## config.mk

```make
export PLATFORM = sky130hd
export DESIGN_NAME = dmem_responder
export DESIGN_NICKNAME = d
export VERILOG_FILES = /design/src/rtl/dmem_responder.sv
export SDC_FILE = /design/constraint.sdc
export NUM_CORES = 1
export LEC_CHECK = 0
export BUFFER_PORTS_ARGS = -buffer_cell sky130_fd_sc_hd__buf_4
export CORE_MARGIN = 8
export CORE_UTILIZATION = 49
export CTS_CLUSTER_DIAMETER = 120
export DETAILED_ROUTE_END_ITERATION = 12
export GPL_ROUTABILITY_DRIVEN = 0
export PLACE_DENSITY_LB_ADDON = 0.3
export SYNTH_ARGS = -nofsm -noshare
export SYNTH_HDL_FRONTEND = slang
export SYNTH_SLANG_ARGS = --single-unit
```

## constraint.sdc

```tcl
create_clock -name clk_i -period 3.95 [get_ports clk_i]
set_input_delay 0.1975 -clock clk_i [delete_from_list [all_inputs] [get_ports clk_i]]
set_output_delay 0.1975 -clock clk_i [all_outputs]
set_load 0.01 [all_outputs]
```

## src/rtl/dmem_responder.sv

```systemverilog
// -----------------------------------------------------------------------------
// dmem_responder
//
// Responder side of the MEM-stage data-memory interface. A word-addressed
// storage array services one read or write at a time, each taking a fixed
// LATENCY cycles during which stall_o freezes the upstream pipeline. The
// access commits on the edge that enters DONE; DONE lasts one cycle, pulses
// done_o, and always returns to IDLE so the next request can start at once.
//
// Parameters:
//   DEPTH    number of 32-bit words (power of two, >= 2)
//   LATENCY  cycles stall_o is held per access (>= 1)
//
// Ports:
//   clk_i       clock, all state updates on the rising edge
//   rst_i       synchronous, active-low reset
//   MemRead_i   read request, held stable while stall_o = 1
//   MemWrite_i  write request, held stable while stall_o = 1
//   addr_i      byte address; word index = addr_i[log2(DEPTH)+1:2]
//   data_i      write data
//   data_o      registered read data, changes only at a read commit
//   stall_o     pipeline freeze request (combinational in IDLE)
//   done_o      one-cycle pulse in the completion cycle
//   err_o       access error, meaningful only while done_o = 1
// -----------------------------------------------------------------------------
module dmem_responder #(
    parameter int DEPTH   = 32,
    parameter int LATENCY = 4
) (
    input  logic        clk_i,
    input  logic        rst_i,
    input  logic        MemRead_i,
    input  logic        MemWrite_i,
    input  logic [31:0] addr_i,
    input  logic [31:0] data_i,
    output logic [31:0] data_o,
    output logic        stall_o,
    output logic        done_o,
    output logic        err_o
);

    localparam int AW = $clog2(DEPTH);
    localparam int CW = $clog2(LATENCY) + 1;

    // Last BUSY count before commit, and the count loaded on leaving IDLE.
    localparam logic [CW-1:0] CNT_LAST = CW'(LATENCY - 1);
    localparam logic [CW-1:0] CNT_ONE  = CW'(1);

    typedef enum logic [1:0] {
        ST_IDLE = 2'd0,
        ST_BUSY = 2'd1,
        ST_DONE = 2'd2
    } state_t;

    state_t        state_q, state_d;
    logic [CW-1:0] cnt_q,   cnt_d;
    logic [31:0]   data_q,  data_d;
    logic          done_q,  done_d;
    logic          err_q,   err_d;

    logic [31:0]   mem [DEPTH];

    logic          req;
    logic          misaligned;
    logic          out_of_range;
    logic          addr_ok;
    logic          access_err;
    logic          commit;
    logic          mem_we;
    logic [AW-1:0] word_idx;

    // -------------------------------------------------------------------------
    // Request decode
    // -------------------------------------------------------------------------
    assign req          = MemRead_i | MemWrite_i;
    assign word_idx     = addr_i[AW+1:2];
    assign misaligned   = (addr_i[1:0] != 2'b00);
    // Any set bit above the indexed range puts the address at or beyond DEPTH*4.
    assign out_of_range = (addr_i[31:AW+2] != '0);
    assign addr_ok      = !misaligned && !out_of_range;
    assign access_err   = !addr_ok || (MemRead_i && MemWrite_i);

    // -------------------------------------------------------------------------
    // Next-state, counter and commit logic
    // -------------------------------------------------------------------------
    // NOTE: every signal written here gets a default first, so no path leaves
    // one unassigned and no latch is inferred; blocking '=' is correct in
    // combinational logic, while the state registers below use '<='.
    always_comb begin
        state_d = state_q;
        cnt_d   = cnt_q;
        data_d  = data_q;
        done_d  = 1'b0;
        err_d   = 1'b0;
        commit  = 1'b0;
        stall_o = 1'b0;

        case (state_q)
            ST_IDLE: begin
                // Combinational so the CPU freezes in the request's first cycle.
                stall_o = req;
                if (req) begin
                    if (LATENCY == 1) begin
                        state_d = ST_DONE;
                        commit  = 1'b1;
                    end else begin
                        state_d = ST_BUSY;
                        cnt_d   = CNT_ONE;
                    end
                end
            end

            ST_BUSY: begin
                stall_o = 1'b1;
                if (cnt_q == CNT_LAST) begin
                    state_d = ST_DONE;
                    cnt_d   = '0;
                    commit  = 1'b1;
                end else begin
                    cnt_d = cnt_q + CNT_ONE;
                end
            end

            ST_DONE: begin
                // The CPU still presents the finished request here; ignore it.
                state_d = ST_IDLE;
            end

            default: begin
                state_d = ST_IDLE;
                cnt_d   = '0;
            end
        endcase

        if (commit) begin
            done_d = 1'b1;
            err_d  = access_err;
            // Both strobes high is serviced as a write, so data_o is untouched.
            if (MemRead_i && !MemWrite_i) begin
                data_d = addr_ok ? mem[word_idx] : 32'h0;
            end
        end

        // Reset forces the freeze request low regardless of state.
        if (!rst_i) begin
            stall_o = 1'b0;
        end
    end

    // A bad address never touches the array; a reset edge drops the write.
    assign mem_we = commit && MemWrite_i && addr_ok && rst_i;

    // -------------------------------------------------------------------------
    // Control and output registers
    // -------------------------------------------------------------------------
    always_ff @(posedge clk_i) begin
        if (!rst_i) begin
            state_q <= ST_IDLE;
            cnt_q   <= '0;
            data_q  <= 32'h0;
            done_q  <= 1'b0;
            err_q   <= 1'b0;
        end else begin
            state_q <= state_d;
            cnt_q   <= cnt_d;
            data_q  <= data_d;
            done_q  <= done_d;
            err_q   <= err_d;
        end
    end

    // -------------------------------------------------------------------------
    // Storage array
    // -------------------------------------------------------------------------
    // NOTE: the array has no reset on purpose; contents survive rst_i and a
    // resettable array would prevent mapping onto RAM.
    always_ff @(posedge clk_i) begin
        if (mem_we) begin
            mem[word_idx] <= data_i;
        end
    end

    assign data_o = data_q;
    assign done_o = done_q;
    assign err_o  = err_q;

    // -------------------------------------------------------------------------
    // Structural properties
    // -------------------------------------------------------------------------
    // The counter stays within the BUSY range and never wraps.
    assert property (@(posedge clk_i) disable iff (!rst_i) cnt_q <= CNT_LAST);
    // done_o is a single-cycle pulse.
    assert property (@(posedge clk_i) disable iff (!rst_i) done_q |=> !done_q);

endmodule

```

### Word-level counts from Yosys, hierarchy flattened

Memories as Yosys holds them, arrays and structs flattened.
Index checks and enable logic that the tools add are counted.

* memories: 1
* flip-flop bits (word level): 39
* logic and storage cells: 46
* RAM bits: 1024
* output and inout bits: 35
* bits of input ports: 68

* eq/ne operators: 5
* muxes and demuxes: 14
* bitwise operators: 2
* add/sub/neg operators: 1
* reductions and logical operators: 18

Memory list
* mem: words 32, width 32, read ports 1, clocked after memory_dff 0, wr ports 1, RTL line 61 `logic [31:0] mem [DEPTH];`

Operator list (count)
* 32-bit 2-to-1 mux: 1
* 25-bit nonzero test: 1
* 3-bit one-hot mux with 3 select lines: 1
* 2-bit AND reduction: 4
* 1-bit logical AND: 6
* 1-bit 2-to-1 mux: 6
* 3-bit 2-to-1 mux: 2
* 1-bit zero test: 4
* 2-bit 2-to-1 mux: 2
* 2-bit inequality test, second input constant: 2
* 2-bit one-hot mux with 2 select lines: 1
* 3-bit by 1-bit adder with 3-bit output, second input constant: 1
* 3-bit by 2-bit equality test with 1-bit output, second input constant: 1
* 2-bit by 1-bit equality test with 1-bit output, second input constant: 1
* 2-bit equality test, second input constant: 1
* 2-bit zero test: 1
* 1-bit one-hot mux with 2 select lines: 1
* 2-bit nonzero test: 1
* 1-bit logical OR: 1
* 1-bit inverter: 1
* 1-bit bitwise OR: 1

### Longest topological paths before layout

Gate-level depths: netlist (run 1).

* word-level depth: 8
* depth in mapped cells: 8
* gate-level depth less buffers: 6

### Least setup slack after synthesis (run 1)

OpenSTA, ideal clock, no wires.

* kind: flip-flop to flip-flop
* start: reg cnt_q[0]
* end: mem mem[16][0], enable pin
* data arrival time: 2.935 ns
* setup time: 0.421 ns
* required time: 3.529 ns
* clock period less this slack: 3.356 ns
* slack: 0.594 ns
* stages on the path, launching flop included: 8
* path buffers: 1
* cell sequence: dfxtp_1 > ha_1 > nor2b_1 > nand4_1 > nor3_2 > or3b_1 > buf_2 > nor2_1

* word-level cells in the longest chain between the ends: 8

Ends and longest elaborated chain
* from (decl): RTL line 56 `logic [CW-1:0] cnt_q, cnt_d;`
* from (signal assigned): RTL line 165 `cnt_q <= cnt_d;`
* 3-bit by 2-bit equality test with 1-bit output: RTL line 115 `if (cnt_q == CNT_LAST) begin`
* 1-bit 2-to-1 mux: RTL line 115
* 1-bit 2-to-1 mux: RTL line 98 `case (state_q)`
* 1-bit logical AND (3 in series): RTL line 151 `assign mem_we = commit && MemWrite_i && addr_ok && rst_i;`
* 1-bit 2-to-1 mux: RTL line 178 `if (mem_we) begin`
* 1-bit 2-to-1 mux (not written as such): RTL line 179 `mem[word_idx] <= data_i;`
* to (decl): RTL line 61

No other way between the ends.

### Worst setup path in the final report (run 1)

* start: reg cnt_q[0]
* end: mem mem[28][26], enable pin

The elaborated chain is that of the path after synthesis.

==> flow_summary.json, run 1 <==
{
  "status": "complete, no violations",
  "setup_viol": 0,
  "clockPowerShare_pct": 42.5,
  "drive_gt1_share_pct": 21.05,
  "startpoint": "cnt_q[0]$_SDFFE_PN0P_",
  "ys_warn_count": 0,
  "intPower_mw": 18.28,
  "slew_viol_final": 0,
  "grt_setup_unrepaired": "false",
  "wl_met3_um": 10060,
  "worstPathArrival_ns": 3.70,
  "cts.path.max_buffers": 3,
  "synth_compound_area_share_pct": 4.833,
  "synth_mux_area_share_pct": 13.21,
  "cts.sinks": 1063,
  "whs_ns": 0.06796,
  "criticalPathCategory": "flop to flop",
  "layout_common_cells": "1,024 x edfxtp_1, 324 x mux2i_1, 161 x buf_4, 153 x a22oi_1, 107 x clkbuf_16",
  "power_switching_mw": 4.805,
  "cts_made_buffers": 107,
  "antenna_found_initial": 2,
  "pwr-share-seq_pct": 53.5,
  "clockRootBuffer": "clkbuf_16",
  "dieArea_um2": 92260,
  "grt_use_total_pct": 22.75,
  "vias": 21440,
  "die_h_um": 303.7,
  "insertion_delay_ns": 0.69,
  "htree_levels": 3,
  "worstPathMaxFanout": 22,
  "final_cell_area_um2": 47050,
  "switching_share_pct": 20.82,
  "relSlewSlack_pct": 12.35,
  "synth_cells": 2045,
  "yosys.area_share.simple_pct": 2.548,
  "ys_seq_area_share_pct": 77.72,
  "wl_met1_um": 42980,
  "fillers": 5981,
  "cp.required_ns": 4.30,
  "power.density_nw_per_um2": 490.5,
  "grt_pass1_wl_um": 154800,
  "ir_drop_mv": 0.4026,
  "dpl_cell_area_um2": 43290,
  "pre_cts_ws_ns": 0.6504,
  "worst_slew_pin_slew_ns": 1.313,
  "synth_nets": 2114,
  "antennaDiodeCount": 0,
  "firstDrtPassIters": 5,
  "synth_area_per_cell_um2": 19.84,
  "r2r-start": "cnt_q[0]$_SDFFE_PN0P_",
  "fin_ws_ns": 0.5925,
  "regToRegEndpoint": "mem[28][26]$_DFFE_PP_",
  "yosysUniqueCellTypes": 50,
  "min_period_over_period_pct": 85.00,
  "post_cts_buffers": 0,
  "synth_fa_ha_area_share_pct": 0.03084,
  "core_area_um2": 81980,
  "grt-ovfl-total": 0,
  "grt_max_degree": 93,
  "clk_pin_slew_ns": 0.06,
  "ff2ff_setup_slack_ns": 0.59,
  "p_comb_share_pct": 4.0,
  "clock_skew_ns": 0.04317,
  "synth_seq_cells": 1063,
  "ios": 103,
  "maxCapViolCount": 0,
  "start_util_pct": 49.49,
  "wl_met2_um": 51930,
  "antenna_left": 0,
  "fin_nets": 2329,
  "hold_viol_final": 0,
  "synthXorXnorAreaFrac_pct": 0,
  "port_buffers": 102,
  "layout.cells.most_common": "edfxtp_1",
  "crit_path_end_kind": "flop",
  "tritoncts": "built",
  "drc_errors": 0,
  "synth-main-ff-cell": "edfxtp_1",
  "wl_um": 107100,
  "fmax_ghz": 0.2978,
  "hold_buffers": 35,
  "critPathLaunchType": "flop",
  "layout_min_cycle_time_ns": 3.358,
  "worstSetupEndpoint": "mem[28][26]$_DFFE_PP_",
  "first_iter_violations": 2488,
  "worstHoldStart": "MemRead_i",
  "grt_pass1_vias": 21570,
  "synth_top_family_by_area": "multiplexers",
  "finalSetupTns_ns": 0,
  "die_x_um": 303.7,
  "cts.repair.resized": 0,
  "highest_layer": "met4",
  "p_leak_nw": 15.52,
  "worstRegToRegCells": 7,
  "avgRoutedWirePerCell_um": 31.30,
  "synth_edf_count": 1024,
  "synthArstFlopShare_pct": 0,
  "routed_via_density": 6.266,
  "rows": 105,
  "syn_area_um2": 40570,
  "hpwl_um": 61900,
  "synthToLayoutAreaGrowth_pct": 15.99,
  "hold_class": "input port to flop",
  "utilization_pct": 57.40
}
metrics by stage:
step	total power [mW]	std cells
after floorplan	13.06	2045
after global placement	13.46	3186
after detailed placement	13.48	3186
after CTS	23.16	3422
after global routing	23.68	3422
final	23.08	3422
critical path, cell delays in order, from the launching register on:
cell	delay, ns
dfxtp_1	0.37
ha_1	0.18
nor2b_1	0.30
nand4_1	0.15
nor3_2	0.45
or3b_1	0.75
nor2_4	0.52
buf_12	0.28
power groups by stage:
stage | clock (mW) | combinational, mW | sequential, mW
6_report | 9.81 | 0.926 | 12.3
5_1_grt | 10.4 | 0.971 | 12.3
4_1_cts | 9.89 | 0.922 | 12.3
3_5_place_dp | 0 | 0.890 | 12.6
3_3_place_gp | 0 | 0.873 | 12.6
2_1_floorplan | 0 | 0.471 | 12.6
layer usage:
| layer | GRT usage (%) | up-vias |
|---|---|---|
| li1 | - | 8913 |
| met1 | 32.02 | 11210 |
| met2 | 36.94 | 1192 |
| met3 | 3.804 | 131 |
| met4 | 5.953 | 0 |
| met5 | 0 | - |
state kept, by name, summed over array words and instances (netlist names):
| signal | count |
|---|---|
| state_q | 2 |
| cnt_q | 3 |
| done_o | 1 |
| data_o | 32 |
| mem | 1024 |
| err_o | 1 |
cells in the mapped netlist (all sizes together), types with 7 or more instances:
master	number	share of area, %
mux4	84	4.7
mux2	20	0.56
o31ai	11	0.20
nor4	7	0.19
edfxtp	1024	76
a22oi	153	2.8
a22o	8	0.17
buf	88	1.4
and4	21	0.45
dfxtp	39	1.9
mux2i	324	8.0
o22ai	24	0.37
nand2	35	0.32
nand4	15	0.25
clkbuf	29	0.27
o2111ai	20	0.43
nor2	43	0.43
a221oi	10	0.22
o21ai	41	0.51
cells by family after synthesis:
logic type / Yosys count
AND/OR/NAND/NOR: 160
flip-flops: 1063
multiplexers: 428
buffers and inverters: 120
AO/OA/AOI/OAI: 273
adder cells (fa/ha/maj): 1
final cells by class:
| cell class | count | area [um^2] | share of cell area [%] |
|---|---|---|---|
| inverter | 3 | 11.26 | 0.02393 |
| sequential | 1063 | 31530 | 67.01 |
| timing repair buffer | 223 | 2086 | 4.433 |
| multi-input combinational | 862 | 8676 | 18.44 |
| clock buffer | 154 | 2944 | 6.257 |
| tap | 1070 | 1339 | 2.845 |
| clock inverter | 47 | 467.9 | 0.9945 |
worst min-delay path by stage:
stage	endpoint	slack [ns]	depth (start not counted)
finish	cnt_q[2]$_SDFFE_PN0P_	0.07	6
global route	cnt_q[2]$_SDFFE_PN0P_	0.10	6
CTS	cnt_q[2]$_SDFFE_PN0P_	0.03	6
detailed placement	cnt_q[2]$_SDFFE_PN0P_	0.43	2
global placement	cnt_q[2]$_SDFFE_PN0P_	0.42	2
floorplan	mem[0][0]$_DFFE_PP_	0.30	0
(Power assumes the default switching activity.)
==> inputs of run 2 (changes only) <==
Settings changed: CORE_UTILIZATION 49 to 34, SETUP_SLACK_MARGIN from default to 0.3.
==> run 2 against run 1 <==
  * Design area rose by 2.0%
  * Sequential share of layout area fell by 1.3 points
  * Count of clock-buffer cells in the layout fell by 8
  * Sequential power barely moved
  * Critical endpoint is now mem[4][22]$_DFFE_PP_
  * Largest power group unchanged
  * Highest routed layer unchanged
==> flow_summary.json, run 2 (same netlist as run 1, synthesis figures left out) <==
{
  "layout.cells.most_common": "edfxtp_1",
  "insertion_delay_ns": 0.68,
  "layout_common_cells": "1,024 x edfxtp_1, 324 x mux2i_1, 193 x buf_4, 153 x a22oi_1, 107 x clkbuf_16",
  "htree_levels": 3,
  "clockRootBuffer": "clkbuf_16",
  "cp.required_ns": 4.31,
  "largest_register_ffs": 1024,
  "die_h_um": 361.4,
  "port_buffers": 102,
  "drive_gt1_share_pct": 22.48,
  "finalSetupTns_ns": 0,
  "fin_nets": 2355,
  "wl_met1_um": 48810,
  "regMostFlops": "mem",
  "r2r-start": "cnt_q[0]$_SDFFE_PN0P_",
  "hold_depth": 6,
  "ir_drop_mv": 0.3422,
  "hold_viol_final": 0,
  "grt_setup_unrepaired": "false",
  "clock_skew_ns": 0.02779,
  "criticalPathCategory": "flop to flop",
  "clk_pin_slew_ns": 0.06,
  "dpl_cell_area_um2": 44010,
  "dieArea_um2": 130600,
  "avgRoutedWirePerCell_um": 28.89,
  "post_cts_buffers": 0,
  "status": "complete, no violations",
  "startpoint": "cnt_q[0]$_SDFFE_PN0P_",
  "first_iter_violations": 2198,
  "worst_slew_pin_slew_ns": 1.045,
  "final_cell_area_um2": 48010,
  "tritoncts": "built",
  "ff2ff_setup_slack_ns": 0.90,
  "hold_class": "input port to flop",
  "dp_cells": 3679,
  "whs_ns": 0.05547,
  "fillers": 10410,
  "power.density_nw_per_um2": 494.8,
  "cts_made_buffers": 106,
  "worstPathArrival_ns": 3.41,
  "worstRegToRegCells": 8,
  "relSlewSlack_pct": 30.02,
  "cts.path.max_buffers": 3,
  "die_x_um": 361.4,
  "fmax_ghz": 0.3284,
  "grt_pass1_wl_um": 161600,
  "routed_via_density": 5.419,
  "worstPathMaxFanout": 18,
  "regToRegEndpoint": "mem[4][22]$_DFFE_PP_",
  "wl_um": 113100,
  "finalNonFillerCells": 3917,
  "antenna_left": 0,
  "grt_max_degree": 80,
  "hpwl_um": 69130,
  "cts.repair.resized": 0,
  "synthToLayoutAreaGrowth_pct": 18.35,
  "wl_met3_um": 7250,
  "wl_met2_um": 54350,
  "worstHoldStart": "MemWrite_i",
  "drc_errors": 0,
  "maxCapViolCount": 0,
  "setup_viol": 0,
  "rows": 126,
  "hold_buffers": 35,
  "core_area_um2": 118200,
  "cts.sinks": 1063,
  "highest_layer": "met4",
  "antenna_found_initial": 1,
  "min_period_over_period_pct": 77.10,
  "critPathLaunchType": "flop",
  "ios": 103,
  "vias": 21230,
  "min_to": "cnt_q[2]$_SDFFE_PN0P_",
  "slew_viol_final": 0,
  "grt_use_total_pct": 16.91,
  "start_util_pct": 34.31,
  "p_leak_nw": 15.76,
  "firstDrtPassIters": 5,
  "grt_pass1_vias": 21670,
  "layout_min_cycle_time_ns": 3.045,
  "crit_path_end_kind": "flop",
  "grt-ovfl-total": 0
}
==> run 2: cell count changes in the layout (fill, tap and decap cells not counted), moves of 3 or more <==
cell / before / now
buf_4: 161 / 193
buf_12: 25 / 20
clkinvlp_4: 3 / 6
bufinv_16: 6 / 15
clkbuf_1: 38 / 27
clkbuf_8: 9 / 12
inv_6: 2 / 5
==> run 2: layer usage <==
layer	vias up	GRT usage (%)
met5	-	0
met1	11290	23.28
met3	157	2.646
met2	816	27.89
met4	0	4.658
li1	8970	-
==> run 2: area by class of cell <==
class	instances	area [um^2]	area share (%)
clock buffers	146	2944	6.132
well taps	1536	1922	4.003
multi-input cells	862	8676	18.07
diodes	1	2.502	0.005212
clock inverters	56	698.2	1.454
repair buffers	250	2226	4.636
inverters	3	11.26	0.02346
flip-flops and latches	1063	31530	65.67
==> run 2: worst max-delay path, stage by stage, from the launching register on <==
cell	delay, ns
dfxtp_1	0.36
ha_1	0.17
nor2b_1	0.30
nand4_1	0.16
nor3_2	0.13
buf_4	0.19
or3b_1	0.69
nor2_4	0.45
buf_12	0.24
==> run 2: worst max-delay path by stage <==
stage / cells past startpoint / to / slack (ns)
finish: 8 / mem[4][22]$_DFFE_PP_ / 0.90
global route: 8 / mem[4][27]$_DFFE_PP_ / 0.79
CTS: 8 / mem[8][23]$_DFFE_PP_ / 0.91
detailed placement: 8 / mem[8][17]$_DFFE_PP_ / 0.92
global placement: 8 / mem[8][26]$_DFFE_PP_ / 0.88
floorplan: 7 / mem[16][0]$_DFFE_PP_ / 0.59
==> run 2: power by group <==
part	internal [mW]	switching (mW)	leakage, nW
Sequential	12.3	0.00253	9.51
Combinational	0.340	0.603	4.48
Clock	6.20	4.27	1.76
==> run 2: stage by stage <==
step                      worst slack (ns)  utilization (%)  power (mW)
after floorplan                     0.5939                -       13.06
after global placement              0.8777            37.23       13.49
after detailed placement            0.9212            37.23       13.51
after CTS                           0.9103            40.60       23.94
after global routing                0.7859            40.60       24.39
final                               0.9045            40.60       23.76
